--- config.mk ---
export PLATFORM = sky130hd
export DESIGN_NAME = gpu_result_accumulator
export DESIGN_NICKNAME = d
export VERILOG_FILES = /design/src/rtl/gpu_result_accumulator.sv
export SDC_FILE = /design/constraint.sdc
export NUM_CORES = 1
export LEC_CHECK = 0
export CORE_MARGIN = 4
export CORE_UTILIZATION = 65
export DETAILED_ROUTE_END_ITERATION = 10
export MAX_ROUTING_LAYER = met4
export PLACE_DENSITY_LB_ADDON = 0.15
export SLEW_MARGIN = 20
export SYNTH_ARGS = -nofsm -noshare
export SYNTH_HDL_FRONTEND = slang
export SYNTH_SLANG_ARGS = --single-unit
--- constraint.sdc ---
create_clock -name clk -period 8 [get_ports clk]
set_input_delay 1.6 -clock clk [delete_from_list [all_inputs] [get_ports clk]]
set_output_delay 1.6 -clock clk [all_outputs]
set_load 0.1 [all_outputs]
--- src/rtl/gpu_result_accumulator.sv ---
// Accumulates the GPU datapath result stream into per-lane dot-product sums of a programmable
// length and queues each completed sum in a small valid/ready output FIFO.
module gpu_result_accumulator #(
  parameter int LEN_W   = 8,
  parameter int FIFO_AW = 2
) (
  input  logic               clk,
  input  logic               rst_n,
  input  logic               start,
  input  logic               stop,
  input  logic [1:0]         mode,
  input  logic [LEN_W-1:0]   vec_len,
  input  logic               in_valid,
  input  logic [63:0]        in_result,
  input  logic               in_zero_skipped,
  input  logic               out_ready,
  output logic               out_valid,
  output logic [63:0]        out_sum,
  output logic [LEN_W:0]     out_skip_cnt,
  output logic               overflow,
  output logic               busy,
  output logic [FIFO_AW:0]   fifo_level
);

  // state   | meaning
  // ST_IDLE | in_valid ignored, waiting for start
  // ST_RUN  | accumulating elements into the current vector
  typedef enum logic {ST_IDLE, ST_RUN} state_t;

  localparam int DEPTH = 1 << FIFO_AW;
  localparam logic [LEN_W:0]   CNT_ONE   = (LEN_W+1)'(1);
  localparam logic [LEN_W:0]   LEN_MAX   = {1'b1, {LEN_W{1'b0}}};
  localparam logic [FIFO_AW:0] LVL_ONE   = (FIFO_AW+1)'(1);
  localparam logic [FIFO_AW:0] LVL_FULL  = (FIFO_AW+1)'(DEPTH);
  localparam logic [FIFO_AW-1:0] PTR_ONE = FIFO_AW'(1);

  state_t             state_q, state_d;
  logic [1:0]         mode_q, mode_d;
  logic [LEN_W-1:0]   len_q, len_d;
  logic [63:0]        acc_q, acc_d;
  logic [LEN_W:0]     elem_cnt_q, elem_cnt_d;
  logic [LEN_W:0]     skip_cnt_q, skip_cnt_d;

  // Completed vector held for one cycle before it is written into the FIFO.
  logic               stg_vld_q, stg_vld_d;
  logic [63:0]        stg_sum_q, stg_sum_d;
  logic [LEN_W:0]     stg_skip_q, stg_skip_d;

  logic [63:0]        sum_next;
  logic [LEN_W:0]     skip_next;
  logic [LEN_W:0]     cnt_next;
  logic [LEN_W:0]     len_eff;
  logic               elem;
  logic               add_en;
  logic               done;

  logic [63:0]        mem_sum  [DEPTH];
  logic [LEN_W:0]     mem_skip [DEPTH];
  logic [FIFO_AW-1:0] wr_ptr_q, wr_ptr_d;
  logic [FIFO_AW-1:0] rd_ptr_q, rd_ptr_d;
  logic [FIFO_AW:0]   level_q, level_d;
  logic               ovf_q, ovf_d;
  logic               push, pop, full, drop;

  assign elem    = (state_q == ST_RUN) && in_valid && !start;
  assign add_en  = !in_zero_skipped && (mode_q != 2'b11);
  assign len_eff = (len_q == '0) ? LEN_MAX : {1'b0, len_q};

  // Lane-wise addition; each lane wraps on its own so no carry crosses a lane boundary.
  always_comb begin
    sum_next = acc_q;
    if (add_en) begin
      case (mode_q)
        2'b00: begin
          for (int k = 0; k < 4; k++) begin
            sum_next[16*k +: 16] = acc_q[16*k +: 16] + in_result[16*k +: 16];
          end
        end
        2'b01: begin
          sum_next[31:0]  = acc_q[31:0]  + {16'b0, in_result[15:0]};
          sum_next[63:32] = acc_q[63:32] + {16'b0, in_result[31:16]};
        end
        2'b10:   sum_next = acc_q + {32'b0, in_result[31:0]};
        default: sum_next = acc_q;
      endcase
    end
  end

  assign skip_next = skip_cnt_q + (in_zero_skipped ? CNT_ONE : '0);
  assign cnt_next  = elem_cnt_q + CNT_ONE;
  assign done      = elem && (cnt_next == len_eff);

  always_comb begin
    state_d    = state_q;
    mode_d     = mode_q;
    len_d      = len_q;
    acc_d      = acc_q;
    elem_cnt_d = elem_cnt_q;
    skip_cnt_d = skip_cnt_q;
    stg_vld_d  = 1'b0;
    stg_sum_d  = stg_sum_q;
    stg_skip_d = stg_skip_q;

    if (start) begin
      state_d    = ST_RUN;
      mode_d     = mode;
      len_d      = vec_len;
      acc_d      = '0;
      elem_cnt_d = '0;
      skip_cnt_d = '0;
    end else begin
      if (elem) begin
        if (done) begin
          stg_vld_d  = 1'b1;
          stg_sum_d  = sum_next;
          stg_skip_d = skip_next;
          acc_d      = '0;
          elem_cnt_d = '0;
          skip_cnt_d = '0;
        end else begin
          acc_d      = sum_next;
          elem_cnt_d = cnt_next;
          skip_cnt_d = skip_next;
        end
      end
      if ((state_q == ST_RUN) && stop) begin
        state_d    = ST_IDLE;
        acc_d      = '0;
        elem_cnt_d = '0;
        skip_cnt_d = '0;
      end
    end
  end

  assign full = (level_q == LVL_FULL);
  assign pop  = (level_q != '0) && out_ready;
  assign push = stg_vld_q && (!full || pop);
  assign drop = stg_vld_q && full && !pop;

  always_comb begin
    wr_ptr_d = wr_ptr_q;
    rd_ptr_d = rd_ptr_q;
    level_d  = level_q;
    ovf_d    = start ? 1'b0 : ovf_q;
    if (push) wr_ptr_d = wr_ptr_q + PTR_ONE;
    if (pop)  rd_ptr_d = rd_ptr_q + PTR_ONE;
    case ({push, pop})
      2'b10:   level_d = level_q + LVL_ONE;
      2'b01:   level_d = level_q - LVL_ONE;
      default: level_d = level_q;
    endcase
    if (drop) ovf_d = 1'b1;
  end

  always_ff @(posedge clk or negedge rst_n) begin
    if (!rst_n) begin
      state_q    <= ST_IDLE;
      mode_q     <= '0;
      len_q      <= '0;
      acc_q      <= '0;
      elem_cnt_q <= '0;
      skip_cnt_q <= '0;
      stg_vld_q  <= 1'b0;
      stg_sum_q  <= '0;
      stg_skip_q <= '0;
      wr_ptr_q   <= '0;
      rd_ptr_q   <= '0;
      level_q    <= '0;
      ovf_q      <= 1'b0;
    end else begin
      state_q    <= state_d;
      mode_q     <= mode_d;
      len_q      <= len_d;
      acc_q      <= acc_d;
      elem_cnt_q <= elem_cnt_d;
      skip_cnt_q <= skip_cnt_d;
      stg_vld_q  <= stg_vld_d;
      stg_sum_q  <= stg_sum_d;
      stg_skip_q <= stg_skip_d;
      wr_ptr_q   <= wr_ptr_d;
      rd_ptr_q   <= rd_ptr_d;
      level_q    <= level_d;
      ovf_q      <= ovf_d;
    end
  end

  // Storage needs no reset: the head is masked to zero whenever the FIFO is empty.
  always_ff @(posedge clk) begin
    if (push) begin
      mem_sum[wr_ptr_q]  <= stg_sum_q;
      mem_skip[wr_ptr_q] <= stg_skip_q;
    end
  end

  assign out_valid    = (level_q != '0);
  assign out_sum      = out_valid ? mem_sum[rd_ptr_q]  : '0;
  assign out_skip_cnt = out_valid ? mem_skip[rd_ptr_q] : '0;
  assign overflow     = ovf_q;
  assign busy         = (state_q == ST_RUN);
  assign fifo_level   = level_q;

endmodule

==> impl_results.md, run 1 <==
* GRT Resource Usage Total at 0.3968
* Worst reg2reg endpoint: acc_q[17]
* Register area share after synthesis at 0.5069
* Nets at 2612
* Die extent in x at 207.8 um
* Boundary Pins at 160
* Share of post-route cells with drive strength above 1 at 0.1010
* # DRC at 0
* Crit share post-route at 0.6822
* Setup CP Type: reg -> out
* IO Port Bufs at 159
* CP Max Fanout at 52
* Hold-fix buffers, CTS at 0
* Area of the multi-input gates at around 12000 um^2
* Most common cell in the synthesized netlist: edfxtp_1
* Clk buf depth at 3
* Max frequency at 183.2 MHz
* Worst r2r src: elem_cnt_q[0]
* Share of the synthesized area in the top cell type at 0.3381
* WL final at 85.95 mm
* Hold Crit Class: reg -> reg
* HPWL Detailed at 54.95 mm
* Post-CTS setup buffer count at 0
* Largest cells by area after synthesis: edfxtp_1 (34%), dfrtp_1 (17%), mux4_2 (6.3%)
* Post-Syn Instances at 2328
* Initial antenna violation count at 2
* First-pass GRT wire length at 129.4 mm
* CTS root buffer: clkbuf_16
* Post-layout util at 0.7559
* WL met1 at 31.85 mm
* Initial Util at 0.6649
* Placed cell count at 2910
* TritonRoute pass-1 iters at 8
* Setup-failing EPs final at 0
* Clock power frac at 0.287
* Ys flop type: edfxtp_1
* Reg power frac at 0.351
* Core Rows at 72
* Antenna-violating nets left at 0
* Sw Share at 0.4040
* CP arrival at between 3 and 4 ns
* CP startpoint kind: flop
* Clk Latency, worst-skew pair at 0.60 ns
* Largest net degree at the start of global routing at 76
* Post-synth ARST share at 0.3747
* Clock slew at reported path FFs at 0.07 ns
* # Max-Cap Violations at 0
* Wire length on met3 at 11.48 mm
* Final hold vios at 0
* Period minus WS final at between 5 and 6 ns
* R2r setup slk at 3.68 ns
* Mapped cell area at 25940 um^2
* Cell variety after synth at 99
* Req. time, crit path at approximately 6.4 ns
* Post-CTS Resized at 0
* Worst slew pin tran at 1.073 ns
* Top Layer Used: met4
* CTS Buf Count at 45
* Vias in the first global route at 20740
* Peak VDD IR at around 0.20 mV
* GPL Wtd Cong at 1.032
* Max_slew headroom at 0.2823
* Total grt overflow at 0
* Commonest cells in the netlist: edfxtp_1 (292), nand2_1 (246), o21ai_0 (183)
* Metal2 WL at a little under 40 mm
* Number of flops mapped to enable cells by yosys at 292
* H-Tree Level Count at 2
* Pwr Density at ~260 nW/um^2
* Final Max Tran Viols at 0
* Wire per inst at 28.69 um
* # clock sinks at 467
* Combinational share of power at 0.362
* Chip Height at 207.8 um
* Status: completed
* Finished Layout Cells at 2996
* CTS tree: built
* Synth warnings at 0
* Crit end category: output port
* Worst Setup EP: out_sum[44]
* Storage cell area at 13150 um^2
* P_sw at 3.116 mW
* Core ar. at 39010 um^2
* Die area at 43160 um^2
* Fill cell count at approximately 2300
* R2r worst-path depth at 11
* RSZ-0062 raised after global routing: false
* Synthesized flop and latch total at 467
* Worst Setup SP: rd_ptr_q[1]
* Starting DRT DRC Count at 3065
* Synth-to-layout area growth at 13.69%
* Pint at roughly 4.6 mW
* Largest area contributor in the netlist: edfxtp_1
* Syn Area/Cell at around 11 um^2
* Leak at 11.48 nW
* Drt via density at 7.173
* Setup tns final at 0 ns
* Post-Syn Nets at 2501
* Fin Clk Skew at 0.03115 ns
* DR vias at about 21000
-- logic make-up (layout without fill, tap and decap cells) --
group           Yosys count  after routing  share of synthesized area
compound gates          695            695                     0.1778
xor+xnor                 76             76                    0.02619
fa+ha+maj                92             92                    0.04612
buf+inv                 185            333                    0.02841
flops                   467            467                     0.5069
mux                     118            118                    0.08196
other cells               0              2                          0
simple gates            695            695                     0.1327
-- final cells by class --
type                       count  share of cell area
sequential                   467              0.4460
antenna                        2           0.0001697
clock inverter                23            0.007935
inverter                      56            0.007129
multi-input combinational   1676              0.4107
tap                          518             0.02198
timing repair buffer         193             0.06276
clock buffer                  61             0.04332
-- critical path, stage by stage, from the launching register on --
cell and delay (ns):
dfrtp_2 0.77, buf_4 0.73, mux4_2 0.35, and2_1 0.24
clkdlybuf4s50_1 1.17
-- power by group through the flow --
stage / clock network (mW) / registers, mW / logic (mW)
finish: 2.21 / 2.71 / 2.79
global placement: 0 / 2.75 / 2.69
detailed placement: 0 / 2.75 / 2.73
CTS: 2.21 / 2.71 / 2.78
global route: 2.31 / 2.72 / 2.87
floorplan: 0 / 2.73 / 2.04
-- cell usage in the layout (no fill, tap or decap), drive strengths merged, types with 10 or more instances in the layout --
master and count:
ha 86, a21o 35, inv 60, a31oi 34, o221ai 14, clkdlybuf4s50 158
nand2 247, a22o 33, nor4 15, o211ai 31, and4 10, nand3 40
xnor2 51, buf 34, mux4 73, nor3 30, o22ai 16, edfxtp 292
o21ai 198, or3 22, and3 27, and2 95, o31ai 18, dfrtp 175
xor2 24, nor2 138, nand2b 13, clkinv 13, nand4 24, clkbuf 62
a21oi 136, o21a 26, a211oi 37, mux2i 20, mux2 25
-- worst min path at each step --
stage          cells past startpoint             end  slack, ns          start
3_5_place_dp                       0  mem_skip[3][2]       0.50  stg_skip_q[2]
2_1_floorplan                      2        overflow       0.44      stg_vld_q
6_report                           1   elem_cnt_q[8]       0.52  elem_cnt_q[8]
5_1_grt                            1   skip_cnt_q[8]       0.54  skip_cnt_q[8]
3_3_place_gp                       0  mem_skip[1][2]       0.49  stg_skip_q[2]
4_1_cts                            1   elem_cnt_q[8]       0.52  elem_cnt_q[8]
-- flip-flops by register name, indices dropped and copies added (netlist names) --
register    cells
stg_vld_q       1
wr_ptr_q        2
overflow        1
mem_sum       256
elem_cnt_q      9
len_q           8
stg_skip_q      9
busy            1
acc_q          64
mode_q          2
fifo_level      3
stg_sum_q      64
mem_skip       36
skip_cnt_q      9
rd_ptr_q        2
-- routing by layer --
metal  global-route usage  up-vias
li1                     -     9121
met1               0.5494    10330
met2               0.5972     1766
met3              0.08146      273
met4               0.1336        0
met5                    -        -
-- through the flow --
| stage | worst slack [ns] | hold WS, ns | total power [mW] | area, um^2 |
|---|---|---|---|---|
| after floorplan | 3.356 | 0.4422 | 4.773 | 25940 |
| after global placement | 2.334 | 0.4864 | 5.433 | 27970 |
| after detailed placement | 2.212 | 0.5039 | 5.478 | 27970 |
| after CTS | 2.518 | 0.5215 | 7.698 | 29480 |
| after global routing | 2.383 | 0.5447 | 7.905 | 29490 |
| final | 2.543 | 0.5201 | 7.714 | 29490 |
Power figures use the tool's default switching activity.
==> run 2: changes to the inputs <==
CORE_UTILIZATION = 55   (was 65)
clock period = 4.6 ns   (was 8 ns; I/O delays follow)
==> run 2 against run 1 <==
Against the previous run: critical path type is now in -> reg; register-to-register slack got worse by 3.0 ns; wire length fell by 4.7%; die area rose by 17%; clock skew fell by 0.0092 ns; flip-flop and latch count did not move; total power rose by 74%; critical path depth rose by 9; setup slack got worse by 2.2 ns; sequential share of layout area fell by 1.1 points; largest cell class unchanged; clock power rose by 79%.
==> impl_results.md, run 2 (synthesized netlist as in run 1, its figures left out) <==
* Pint at between 8 and 9 mW
* Slowest cell on crit path: o311ai_0
* CTS tree: built
* RSZ-0062 raised after global routing: false
* Peak VDD IR at 0.6555 mV
* Setup-failing EPs final at 0
* Share of post-route cells with drive strength above 1 at 0.1560
* GRT Resource Usage Total at 0.3295
* Max incr delay on CP at 0.75 ns
* Pwr Density at 443.7 nW/um^2
* Clk Latency, worst-skew pair at 0.60 ns
* Total grt overflow at 0
* Crit end category: flop
* DR vias at 20640
* WL final at 81.87 mm
* CP startpoint kind: primary input
* Crit share post-route at 0.9275
* TritonRoute pass-1 iters at 6
* Hold Crit Class: in -> async
* Max reg flops at 256
* Placement Cell Area at 28610 um^2
* Vias in the first global route at 20050
* Worst Setup SP: in_result[1]
* Wire per inst at between 20 and 30 um
* Clk buf depth at 3
* WP buf/inv at 3
* Worst slew pin tran at 0.9776 ns
* Crit-path cells: clkdlybuf4s50_1 -> ha_1 -> a211oi_1 -> o21a_1 -> or3_2 -> a21oi_2 -> buf_4 -> o21ai_0 -> a2bb2oi_1 -> o21ai_0 -> o311ai_0 -> buf_4 -> o21ai_0
* Clock slew at reported path FFs at 0.06 ns
* Status: completed
* Post-CTS setup buffer count at 0
* Leak at 12.04 nW
* Initial antenna violation count at 0
* First-pass GRT wire length at 123.9 mm
* GPL Wtd Cong at 0.9874
* HPWL Detailed at 56.82 mm
* Crit path top cell by count: o21ai_0
* Max_slew headroom at 0.3462
* Synth-to-layout area growth at 16.49%
* Max frequency at 234.4 MHz
* Storage cell area at 13150 um^2
* Boundary Pins at 160
* Largest Register: mem_sum
* Final Max Tran Viols at 0
* Chip Height at 225.2 um
* Period minus WS final at 4.267 ns
* Area of the multi-input gates at between 10000 and 15000 um^2
* CTS root buffer: clkbuf_16
* # Max-Cap Violations at 0
* Core Rows at 79
* P_sw at 5.258 mW
* H-Tree Level Count at 2
* Core ar. at 46560 um^2
* IO Port Bufs at 159
* Die area at roughly 51000 um^2
* Largest net degree at the start of global routing at 86
* Setup tns final at 0 ns
* Drt via density at 6.522
* N_diodes at 0
* CP arrival at roughly 4.7 ns
* Die extent in x at about 230 um
* Final worst slack at 0.3333 ns
* Fin Clk Skew at around 0.022 ns
* Leading cell type in the layout, fill and taps excluded: edfxtp_1
* Clock power frac at 0.295
* Sw Share at 0.3923
* Starting DRT DRC Count at 2184
* # clock sinks at roughly 470
* Post-layout util at 0.6490
* Largest regs: mem_sum: 256 flops, acc_q: 64 flops, stg_sum_q: 64 flops
* CTS Buf Count at 47
* Setup CP Type: in -> reg
* Fill cell count at between 3000 and 4000
* Dpl ws at -0.1781 ns
* Nets at 2691
* Antenna-violating nets left at 0
* CP Max Fanout at 6
* Worst r2r src: elem_cnt_q[0]
* Top delay family on crit path: compound AO/OA/AOI/OAI gates
* # DRC at 0
* Combinational share of power at 0.349
* Hold-fix buffers, CTS at 0
* Final instance area at 30210 um^2
* Final hold vios at 0
* Req. time, crit path at 5.07 ns
* Highest-count cells in the layout ignoring fill and taps: edfxtp_1 (292), nand2_1 (246), o21ai_0 (182), buf_4 (174), dfrtp_1 (173)
* Reg power frac at 0.356
* Initial Util at 0.5571
* Post-CTS Resized at 0
[run 2: cell types whose count changed in the layout (fill, tap and decap cells not counted), sizes merged]
cell / before / now
inv: 60 / 56
bufinv: 2 / 5
diode: 2 / 0
buf: 34 / 185
clkbuf: 62 / 64
clkinvlp: 4 / 5
clkdlybuf4s50: 158 / 84
clkinv: 13 / 15
[run 2: worst reg2reg max path: stages (launching register included)]
cell and delay (ns):
dfrtp_1 0.45, ha_1 0.32, nand3_1 0.23, or3_1 0.43
a211oi_1 0.35, nor2b_1 0.31, o2111ai_4 0.18, buf_4 0.39
nand3_1 0.63, o21ai_0 0.20, a22oi_1 0.23, nand2_1 0.07
[run 2: final cells by class]
type,instances,share of cell area
Tap cell,607,0.02514
Clock inverter,25,0.01010
Timing Repair Buffer,270,0.07881
Sequential cell,467,0.4353
Clock buffer,63,0.04294
Multi-Input combinational cell,1676,0.4007
Inverter,56,0.006957
[run 2: stage by stage]
step	hold slack, ns	power (mW)	instances
6_report	0.2796	13.40	3164
4_1_cts	0.2898	13.48	3164
5_1_grt	0.2978	13.85	3164
3_3_place_gp	0.4866	9.498	3076
2_1_floorplan	0.4422	8.301	2328
3_5_place_dp	0.5016	9.530	3076
[run 2: power by group through the flow]
| stage | sequential (mW) | combinational (mW) | clock (mW) |
|---|---|---|---|
| 2_1_floorplan | 4.75 | 3.55 | 0 |
| 3_3_place_gp | 4.85 | 4.64 | 0 |
| 3_5_place_dp | 4.86 | 4.67 | 0 |
| 4_1_cts | 4.78 | 4.69 | 4.01 |
| 5_1_grt | 4.79 | 4.87 | 4.19 |
| 6_report | 4.77 | 4.68 | 3.96 |
[run 2: worst paths after layout]
| path | endpoint | slack (ns) | cells past startpoint |
|---|---|---|---|
| setup / recovery | stg_sum_q[27] | 0.33 | 13 |
| hold / removal | fifo_level[0] | 0.28 | 1 |
| setup reg to reg | acc_q[63] | 0.70 | 11 |
| hold reg to reg | skip_cnt_q[8] | 0.51 | 1 |
| max in group asynchronous | stg_sum_q[20] | 3.33 | 2 |
| min in group clk | skip_cnt_q[8] | 0.51 | 1 |
[run 2: layer usage]
layer  GRT usage  vias to the layer above  wire (um)
li1            -                     9276          -
met1      0.4799                    10220      35520
met2      0.4886                      971      36740
met3     0.04781                      168       7052
met4     0.09684                        0       2560
met5           -                        -          0
